### config.mk
export PLATFORM = sky130hd
export DESIGN_NAME = regfile_psr
export DESIGN_NICKNAME = d
export VERILOG_FILES = /design/src/rtl/regfile_psr_pkg.sv /design/src/rtl/regfile_psr_cond_eval.sv /design/src/rtl/regfile_psr.sv
export SDC_FILE = /design/constraint.sdc
export NUM_CORES = 1
export LEC_CHECK = 0
export ABC_AREA = 0
export CORE_MARGIN = 2
export CORE_UTILIZATION = 40
export DETAILED_ROUTE_END_ITERATION = 8
export SLEW_MARGIN = 20
export SYNTH_ARGS = -nofsm -noshare
export SYNTH_HDL_FRONTEND = slang
export SYNTH_SLANG_ARGS = --single-unit
### constraint.sdc
create_clock -name clk -period 1.95 [get_ports clk]
set_input_delay 0.2925 -clock clk [delete_from_list [all_inputs] [get_ports clk]]
set_output_delay 0.2925 -clock clk [all_outputs]
set_load 0.05 [all_outputs]
### src/rtl/regfile_psr_pkg.sv
// Shared constants for the register file / PSR slice: flag bit positions,
// branch condition codes and ALU opcodes.
package regfile_psr_pkg;

    localparam int FLAG_C = 0;
    localparam int FLAG_L = 1;
    localparam int FLAG_F = 2;
    localparam int FLAG_Z = 3;
    localparam int FLAG_N = 4;
    localparam int NFLAGS = 5;

    localparam logic [3:0] COND_EQ = 4'd0;
    localparam logic [3:0] COND_NE = 4'd1;
    localparam logic [3:0] COND_CS = 4'd2;
    localparam logic [3:0] COND_CC = 4'd3;
    localparam logic [3:0] COND_HI = 4'd4;
    localparam logic [3:0] COND_LS = 4'd5;
    localparam logic [3:0] COND_GT = 4'd6;
    localparam logic [3:0] COND_LE = 4'd7;
    localparam logic [3:0] COND_FS = 4'd8;
    localparam logic [3:0] COND_FC = 4'd9;
    localparam logic [3:0] COND_LO = 4'd10;
    localparam logic [3:0] COND_HS = 4'd11;
    localparam logic [3:0] COND_LT = 4'd12;
    localparam logic [3:0] COND_GE = 4'd13;
    localparam logic [3:0] COND_UC = 4'd14;
    localparam logic [3:0] COND_NV = 4'd15;

    localparam logic [3:0] OP_ADD  = 4'd0;
    localparam logic [3:0] OP_SUB  = 4'd1;
    localparam logic [3:0] OP_CMP  = 4'd2;
    localparam logic [3:0] OP_AND  = 4'd3;
    localparam logic [3:0] OP_OR   = 4'd4;
    localparam logic [3:0] OP_XOR  = 4'd5;
    localparam logic [3:0] OP_MOV  = 4'd6;
    localparam logic [3:0] OP_LSH  = 4'd7;
    localparam logic [3:0] OP_LUI  = 4'd8;

endpackage

### src/rtl/regfile_psr_cond_eval.sv
// Branch condition evaluation from the registered PSR.
module cond_eval
    import regfile_psr_pkg::*;
(
    input  logic [NFLAGS-1:0] psr,
    input  logic [3:0]        cond,
    output logic              cond_true
);

    logic n, z, f, l, c;

    always_comb begin
        n = psr[FLAG_N];
        z = psr[FLAG_Z];
        f = psr[FLAG_F];
        l = psr[FLAG_L];
        c = psr[FLAG_C];
        cond_true = 1'b0;
        case (cond)
            COND_EQ: cond_true = z;
            COND_NE: cond_true = !z;
            COND_CS: cond_true = c;
            COND_CC: cond_true = !c;
            COND_HI: cond_true = l;
            COND_LS: cond_true = !l;
            COND_GT: cond_true = n;
            COND_LE: cond_true = !n;
            COND_FS: cond_true = f;
            COND_FC: cond_true = !f;
            COND_LO: cond_true = !l && !z;
            COND_HS: cond_true = l || z;
            COND_LT: cond_true = !n && !z;
            COND_GE: cond_true = n || z;
            COND_UC: cond_true = 1'b1;
            default: cond_true = 1'b0;
        endcase
    end

endmodule

### src/rtl/regfile_psr.sv
// Two-read/one-write register file with write-through bypass, plus a
// per-bit maskable processor status register and condition evaluation.
module regfile_psr
    import regfile_psr_pkg::*;
#(
    parameter int DATA_W = 16,
    parameter int NREGS  = 16,
    localparam int AW    = $clog2(NREGS)
) (
    input  logic              clk,
    input  logic              reset_n,
    input  logic [AW-1:0]     raddr_src,
    input  logic [AW-1:0]     raddr_dest,
    output logic [DATA_W-1:0] rdata_src,
    output logic [DATA_W-1:0] rdata_dest,
    input  logic              we,
    input  logic [AW-1:0]     waddr,
    input  logic [DATA_W-1:0] wdata,
    input  logic [4:0]        flags_in,
    input  logic [4:0]        flags_we,
    output logic [4:0]        psr,
    input  logic [3:0]        cond,
    output logic              cond_true
);

    logic [DATA_W-1:0] regs_q [NREGS];
    logic [DATA_W-1:0] regs_d [NREGS];
    logic [4:0]        psr_q, psr_d;

    always_comb begin
        regs_d = regs_q;
        if (we) regs_d[waddr] = wdata;
    end

    // Per-bit mux keeps an X on a masked-off flag from reaching the PSR.
    always_comb begin
        psr_d = psr_q;
        for (int i = 0; i < NFLAGS; i++) begin
            if (flags_we[i]) psr_d[i] = flags_in[i];
        end
    end

    always_ff @(posedge clk) begin
        if (!reset_n) begin
            for (int i = 0; i < NREGS; i++) regs_q[i] <= '0;
            psr_q <= '0;
        end else begin
            regs_q <= regs_d;
            psr_q  <= psr_d;
        end
    end

    always_comb begin
        rdata_src  = (we && raddr_src  == waddr) ? wdata : regs_q[raddr_src];
        rdata_dest = (we && raddr_dest == waddr) ? wdata : regs_q[raddr_dest];
    end

    assign psr = psr_q;

    cond_eval u_cond_eval (
        .psr       (psr_q),
        .cond      (cond),
        .cond_true (cond_true)
    );

endmodule

==> impl_metrics.tcl, run 1 <==
set metrics [dict create \
    grt_pass1_wl_microns 73200 \
    num-nets-final 1724 \
    period_share_pct 130 \
    crit_path_end_kind "primary output" \
    synth_mux_area_share_pct 29.3 \
    wl_met3_microns 3160 \
    areaGrowthSynthToFinish_pct 30.6 \
    totalWireLength_microns 48100 \
    grt_util_all_layers_pct 25.1 \
    worst_hold_path.num_cells 2 \
    num_io_pins 83 \
    synth_compound_area_share_pct 13.7 \
    relSlewSlack_pct 67.4 \
    setup-violations-final 33 \
    port_buffers 82 \
    p_total_mw 13.1 \
    tightest_slew_ns 0.491 \
    routed_via_density 5.68 \
    p_comb_share_pct 13.0 \
    required_ns 1.66 \
    grt_pass1_vias 12200 \
    core_area_sq_um 35700 \
    status "finished with violations" \
    yosys_warnings 0 \
    synthCells 1521 \
    cp.depth 6 \
    crit_type "reg2out" \
    row_count 69 \
    wl_met1_microns 20300 \
    cap_viol_max_count 0 \
    synth_nets 1566 \
    dr.first_iter.drc_count 972 \
    synth.distinct_cells 38 \
    holdBufCountCts 0 \
    crit_buf_inv 2 \
    htreeDepth 1 \
    start_kind "flop" \
    dieHeight_microns 195 \
    power_leakage_nw 6.79 \
    final_util_pct 53.2 \
    synthTopCellsByCount "nand2_1, dfxtp_1, a21boi_1" \
    top_layer_used "met4" \
    p_int_mw 9.89 \
    synth_seq_area_share_pct 35.9 \
    synth_area_sq_um 14600 \
    synth_top_family_by_area "multiplexers" \
    seq_power_share_pct 41.6 \
    violations "negative setup slack" \
    yosysMostFrequentCell "nand2_1" \
    wl_met2_microns 23300 \
    clk_transition_reported_paths_ns 0.06 \
    final.min_clock_period_ns 2.53 \
    crit_start "regs_q[103]" \
    drive_above_1_share_pct 32.5 \
    overflow 0 \
    wl_per_cell_microns 22.3 \
    ys_ff_latch 261 \
    clock_tree.root_cell "clkbuf_16" \
    dieArea_sq_um 38000 \
    async_reset_ff_share_pct 0 \
    clock_path_buffers 3 \
    dp_hpwl_microns 32800 \
    hp-start "reset_n" \
    antenna_found_initial 0 \
    vdd_drop_max_v 0.000642 \
    cts.sinks 261 \
    synth_area_leader_cell "dfxtp_1" \
    fmax_mhz 395 \
    synth_fa_ha_area_share_pct 0 \
    synth-main-ff-cell "dfxtp_1" \
    netlist_top_cells_area "dfxtp_1, mux4_2, nand2_1, a21boi_1, mux2i_1" \
    rsz0062_at_grt "yes" \
    avgSynthCellArea_sq_um 9.58 \
    p_per_area_nw_per_um2 690 \
    net-switching-power_mw 3.24 \
    synth_top_area_share_pct 35.9 \
    fin_ws_ns -0.583 \
    final_cell_area_sq_um 19000 \
    slew_viol_final 0 \
    antenna_cells 0 \
    synth_xor_area_share_pct 0.541 \
    finalHoldViolations 0 \
    placed_area_sq_um 17400 \
    p_sw_share_pct 24.7 \
    drc 0 \
    final_antenna_net_count 0 \
    grt_max_degree 69 \
    synth_edf_count 0 \
    clkLatencyLatePin_ns 0.55 \
    yosys.area_share.simple_pct 15.9 \
    cts_tree "yes" \
    ff2ff_path_depth 4 \
    r2r-start "regs_q[71]" \
    hp-class "in2reg" \
    cts_made_buffers 30 \
    crit_slowest_cell "mux4_2" \
    drtPass1Iterations 5 \
    path_delay_family "multiplexers" \
    setup_tns_ns -16.76 \
    max_stage_delay_ns 0.48 \
    gp_congestion 0.852 \
    cp_max_fo 3 \
    final.setup_skew_ns 0 \
    hold_ws_ns 0.169 \
    p_clk_share_pct 45.4 \
    die_width_microns 195 \
    vias 12300 \
    start_util_pct 40.8 \
    path_cells "mux4_2 > mux2i_1 > buf_4 > mux2i_4 > mux2_4 > buf_12" \
    arrival_ns 2.24 \
]
[registers in the layout (all words and copies together), names as in the netlist]
signal / flops
regs_q: 256
psr: 5
[placed cells by master, fill, tap and decap left out, drive strengths merged, types with 4 or more instances in the layout]
| cell | n |
|---|---|
| a21boi | 256 |
| buf | 228 |
| bufinv | 4 |
| clkbuf | 42 |
| clkdlybuf4s50 | 34 |
| dfxtp | 261 |
| dlygate4sd2 | 7 |
| mux2 | 32 |
| mux2i | 102 |
| mux4 | 128 |
| nand2 | 528 |
| nand2b | 4 |
| nand3 | 5 |
| nor2 | 14 |
| nor2b | 7 |
| nor3 | 6 |
| xor2 | 7 |
[power by group through the flow]
| stage | clock network [mW] | registers (mW) | logic, mW |
|---|---|---|---|
| 5_1_grt | 6.25 | 5.47 | 1.78 |
| 6_report | 5.96 | 5.46 | 1.70 |
| 4_1_cts | 6.05 | 5.46 | 1.69 |
| 2_1_floorplan | 0 | 5.58 | 0.959 |
| 3_3_place_gp | 0 | 5.57 | 1.61 |
| 3_5_place_dp | 0 | 5.58 | 1.62 |
[worst reg2reg max path, delay by kind of cell (launching register included)]
kind / cells / cell delay, ns
DFF: 1 / 0.32
AOI/OAI and AO/OA: 1 / 0.06
and+or+nand+nor: 1 / 0.05
buffers and inverters: 2 / 0.23
[routing by layer]
metal	up-vias	global-route usage, %
met1	6095	33.5
met2	456	43.0
li1	5618	-
met3	88	2.78
met5	-	0
met4	0	7.75
[stage by stage]
step                setup WS [ns]  cells
floorplan                 -0.0610   1521
global placement           -0.595   2099
CTS                        -0.588   2154
detailed placement         -0.655   2099
global route               -0.620   2158
finish                     -0.583   2158
[final cells by class]
cell class | instances | area, sq um
Fill cell | 3157 | 16700
Multi-Input combinational cell | 1113 | 9090
Sequential cell | 261 | 5300
Timing Repair Buffer | 270 | 3010
Clock buffer | 42 | 897
Tap cell | 461 | 577
Clock inverter | 8 | 143
Inverter | 3 | 11.3
[cells by family after synthesis]
kind of cell           count (synthesis)
AND/OR/NAND/NOR                      576
AO/OA/AOI/OAI                        266
multiplexers                         262
flip-flops                           261
buffers and inverters                147
XOR/XNOR                               9
[what timing repair did]
action / CTS / global route
buffers inserted: 6 / 4
pin swaps: 7 / 1
gates resized for setup: 136 / 42
setup endpoints to repair: 38 / 33
endpoints found under the hold margin: 0 / 0
[final timing paths]
check / end / slack (ns)
worst min-delay path: regs_q[52] / 0.17
worst max-delay path: rdata_src[7] / -0.58
worst max register to register: regs_q[71] / 1.18
worst min register to register: regs_q[30] / 0.46
Power figures use the tool's default switching activity.
==> inputs of run 2 (changes only) <==
--- a/config.mk
+++ b/config.mk
@@ -9,7 +9,9 @@
 export CORE_MARGIN = 2
 export CORE_UTILIZATION = 40
 export DETAILED_ROUTE_END_ITERATION = 8
+export PLACE_DENSITY_LB_ADDON = 0.05
 export SLEW_MARGIN = 20
 export SYNTH_ARGS = -nofsm -noshare
 export SYNTH_HDL_FRONTEND = slang
+export SYNTH_HIERARCHICAL = 1
 export SYNTH_SLANG_ARGS = --single-unit
==> run 2 against run 1 <==
Effect of this change: clock power increased by 3.7%; hold slack got worse by 0.0070 ns; routed wire length increased by 3.5%; cell area increased by 0.44%; setup slack improved by 0.0027 ns; maximum frequency increased by 0.11%; the flow still finishes with violations (negative setup slack); area after synthesis increased by 0.23%; flip-flop and latch count unchanged; non-clock buffer count decreased by 10; sequential share of layout area decreased by 0.14 points.
==> impl_metrics.tcl, run 2 <==
set metrics [dict create \
    fin_ws_ns -0.580 \
    grt_max_degree 51 \
    status "finished with violations" \
    p_total_mw 13.4 \
    dp_hpwl_microns 33000 \
    totalWireLength_microns 49800 \
    gp_congestion 0.841 \
    tightest_slew_ns 0.488 \
    synthTopCellsByCount "nand2_1, dfxtp_1, a21boi_1" \
    final.setup_skew_ns 0 \
    htreeDepth 1 \
    power_leakage_nw 6.82 \
    synth_nets 1565 \
    p_sw_share_pct 25.4 \
    synth_area_leader_cell "dfxtp_1" \
    p_per_area_nw_per_um2 701 \
    ys_ff_latch 261 \
    crit_slowest_cell "mux4_2" \
    die_width_microns 195 \
    synth_seq_area_share_pct 35.8 \
    grt_pass1_wl_microns 75300 \
    antenna_cells 0 \
    r2r-start "psr[3]" \
    slew_viol_final 0 \
    wl_per_cell_microns 23.1 \
    dieArea_sq_um 38100 \
    cts.sinks 261 \
    ff2ff_path_depth 3 \
    grt_pass1_vias 11900 \
    drive_above_1_share_pct 31.5 \
    areaGrowthSynthToFinish_pct 30.8 \
    avgSynthCellArea_sq_um 9.61 \
    p_comb_share_pct 13.1 \
    crit_path_end_kind "primary output" \
    drtPass1Iterations 5 \
    final_cell_mix "nand2_1, a21boi_1, dfxtp_1" \
    row_count 69 \
    grt_util_all_layers_pct 26.3 \
    path_cells "mux4_2 > mux2i_1 > buf_4 > mux2i_4 > mux2_4 > buf_12" \
    synthCells 1520 \
    yosys_warnings 6 \
    yosysMostFrequentCell "nand2_1" \
    clock_tree.root_cell "clkbuf_16" \
    violations "negative setup slack" \
    p_int_mw 9.99 \
    period_share_pct 130 \
    port_buffers 82 \
    cp_max_fo 3 \
    stdcell_count 2151 \
    cts_made_buffers 31 \
    start_kind "flop" \
    setup-violations-final 33 \
    hp-class "in2reg" \
    r2r_end "psr[3]" \
    rrSetupSlack_ns 1.19 \
    crit_type "reg2out" \
    synth_top_area_share_pct 35.8 \
    finalHoldViolations 0 \
    relSlewSlack_pct 67.6 \
    multi_input_area_sq_um 9060 \
    arrival_ns 2.24 \
    async_reset_ff_share_pct 0 \
    synth.distinct_cells 38 \
    drc 0 \
    post-place-ws_ns -0.674 \
    p_clk_share_pct 46.1 \
    synth_area_sq_um 14600 \
    netlist_top_cells_area "dfxtp_1, mux4_2, nand2_1, a21boi_1, mux2i_1" \
    num-nets-final 1713 \
    routed_via_density 5.57 \
    hold_ws_ns 0.162 \
    crit_start "regs_q[5]" \
    final_antenna_net_count 0 \
    regMostFlops "regs_q" \
    crit_path_end "rdata_dest[5]" \
    clk_transition_reported_paths_ns 0.06 \
    ff_latch_area_sq_um 5300 \
    net-switching-power_mw 3.41 \
    core_area_sq_um 35700 \
    fillCellCount 3273 \
    largest_register_ffs 256 \
    vias 12000 \
    crit_buf_inv 2 \
    synth_edf_count 0 \
    seq_power_share_pct 40.7 \
    final_util_pct 53.5 \
    num_io_pins 83 \
    cts_tree "yes" \
    dr.first_iter.drc_count 949 \
    cap_viol_max_count 0 \
    clock_path_buffers 3 \
    final.min_clock_period_ns 2.53 \
    rsz0062_at_grt "yes" \
    fmax_mhz 395 \
    dp.cells 2096 \
    required_ns 1.66 \
    hp-start "reset_n" \
    max_stage_delay_ns 0.46 \
    synth-main-ff-cell "dfxtp_1" \
    clkLatencyLatePin_ns 0.57 \
    antenna_found_initial 0 \
    dieHeight_microns 195 \
    overflow 0 \
    final_common_cell "nand2_1" \
    path_delay_family "multiplexers" \
    start_util_pct 40.9 \
    cp.depth 6 \
    vdd_drop_max_v 0.000650 \
]
## run 2: changes by cell type after synthesis, moves of 3 or more
cell	previous run	this run
a21boi_0	95	36
a21boi_1	161	220
buf_6	10	14
buf_4	6	3
inv_1	3	0
## run 2: power groups by stage
stage                     Sequential [mW]  Combinational [mW]  Clock (mW)
after CTS                            5.46                1.74        6.29
final                                5.46                1.76        6.18
after floorplan                      5.58               0.973           0
after global routing                 5.47                1.85        6.50
after global placement               5.57                1.70           0
after detailed placement             5.58                1.70           0
## run 2: logic make-up (layout without fill, tap and decap cells)
group                  after synthesis  count (layout)  share of synthesized area (%)
buffers and inverters              146             316                           4.86
AO/OA/AOI/OAI                      263             263                           13.5
XOR/XNOR                            10              10                          0.600
AND/OR/NAND/NOR                    578             578                           16.1
multiplexers                       262             262                           29.2
flip-flops                         261             261                           35.8
## run 2: how the worst min path moves through the flow
stage / cells past startpoint / endpoint
2_1_floorplan: 2 / regs_q[127]
3_3_place_gp: 2 / regs_q[78]
3_5_place_dp: 2 / regs_q[27]
4_1_cts: 2 / psr[4]
5_1_grt: 2 / regs_q[243]
6_report: 2 / regs_q[111]
## run 2: area by class of cell
type	count	area share, %
multi-input combinational	1113	47.4
clock inverter	16	1.28
tap	461	3.02
clock buffer	39	4.27
inverter	1	0.0196
sequential	261	27.7
timing repair buffer	260	16.3
## run 2: timing repair
action,4_1_cts,5_1_grt
pin swaps,1,2
hold buffers,0,0
buffers inserted,0,1
endpoints found under the setup margin,38,33
gates resized for setup,95,47
## run 2: routing by layer
layer  share of wire [%]  GRT usage (%)  routed length [microns]  up-vias
li1                    -              -                        -     5601
met1                  45           35.7                    22400     6035
met2                  48           44.6                    23800      289
met3                 5.2           4.11                     2600       65
met4                 2.0           5.34                     1010        0
met5                   0              0                        0        -
## run 2: metrics by stage
step                      cell area [sq um]  TNS [ns]
after CTS                             19000    -18.28
after global routing                  19100    -19.48
after detailed placement              17600    -59.51
after floorplan                       14800     -1.31
final                                 19100    -17.29
after global placement                17600    -55.09
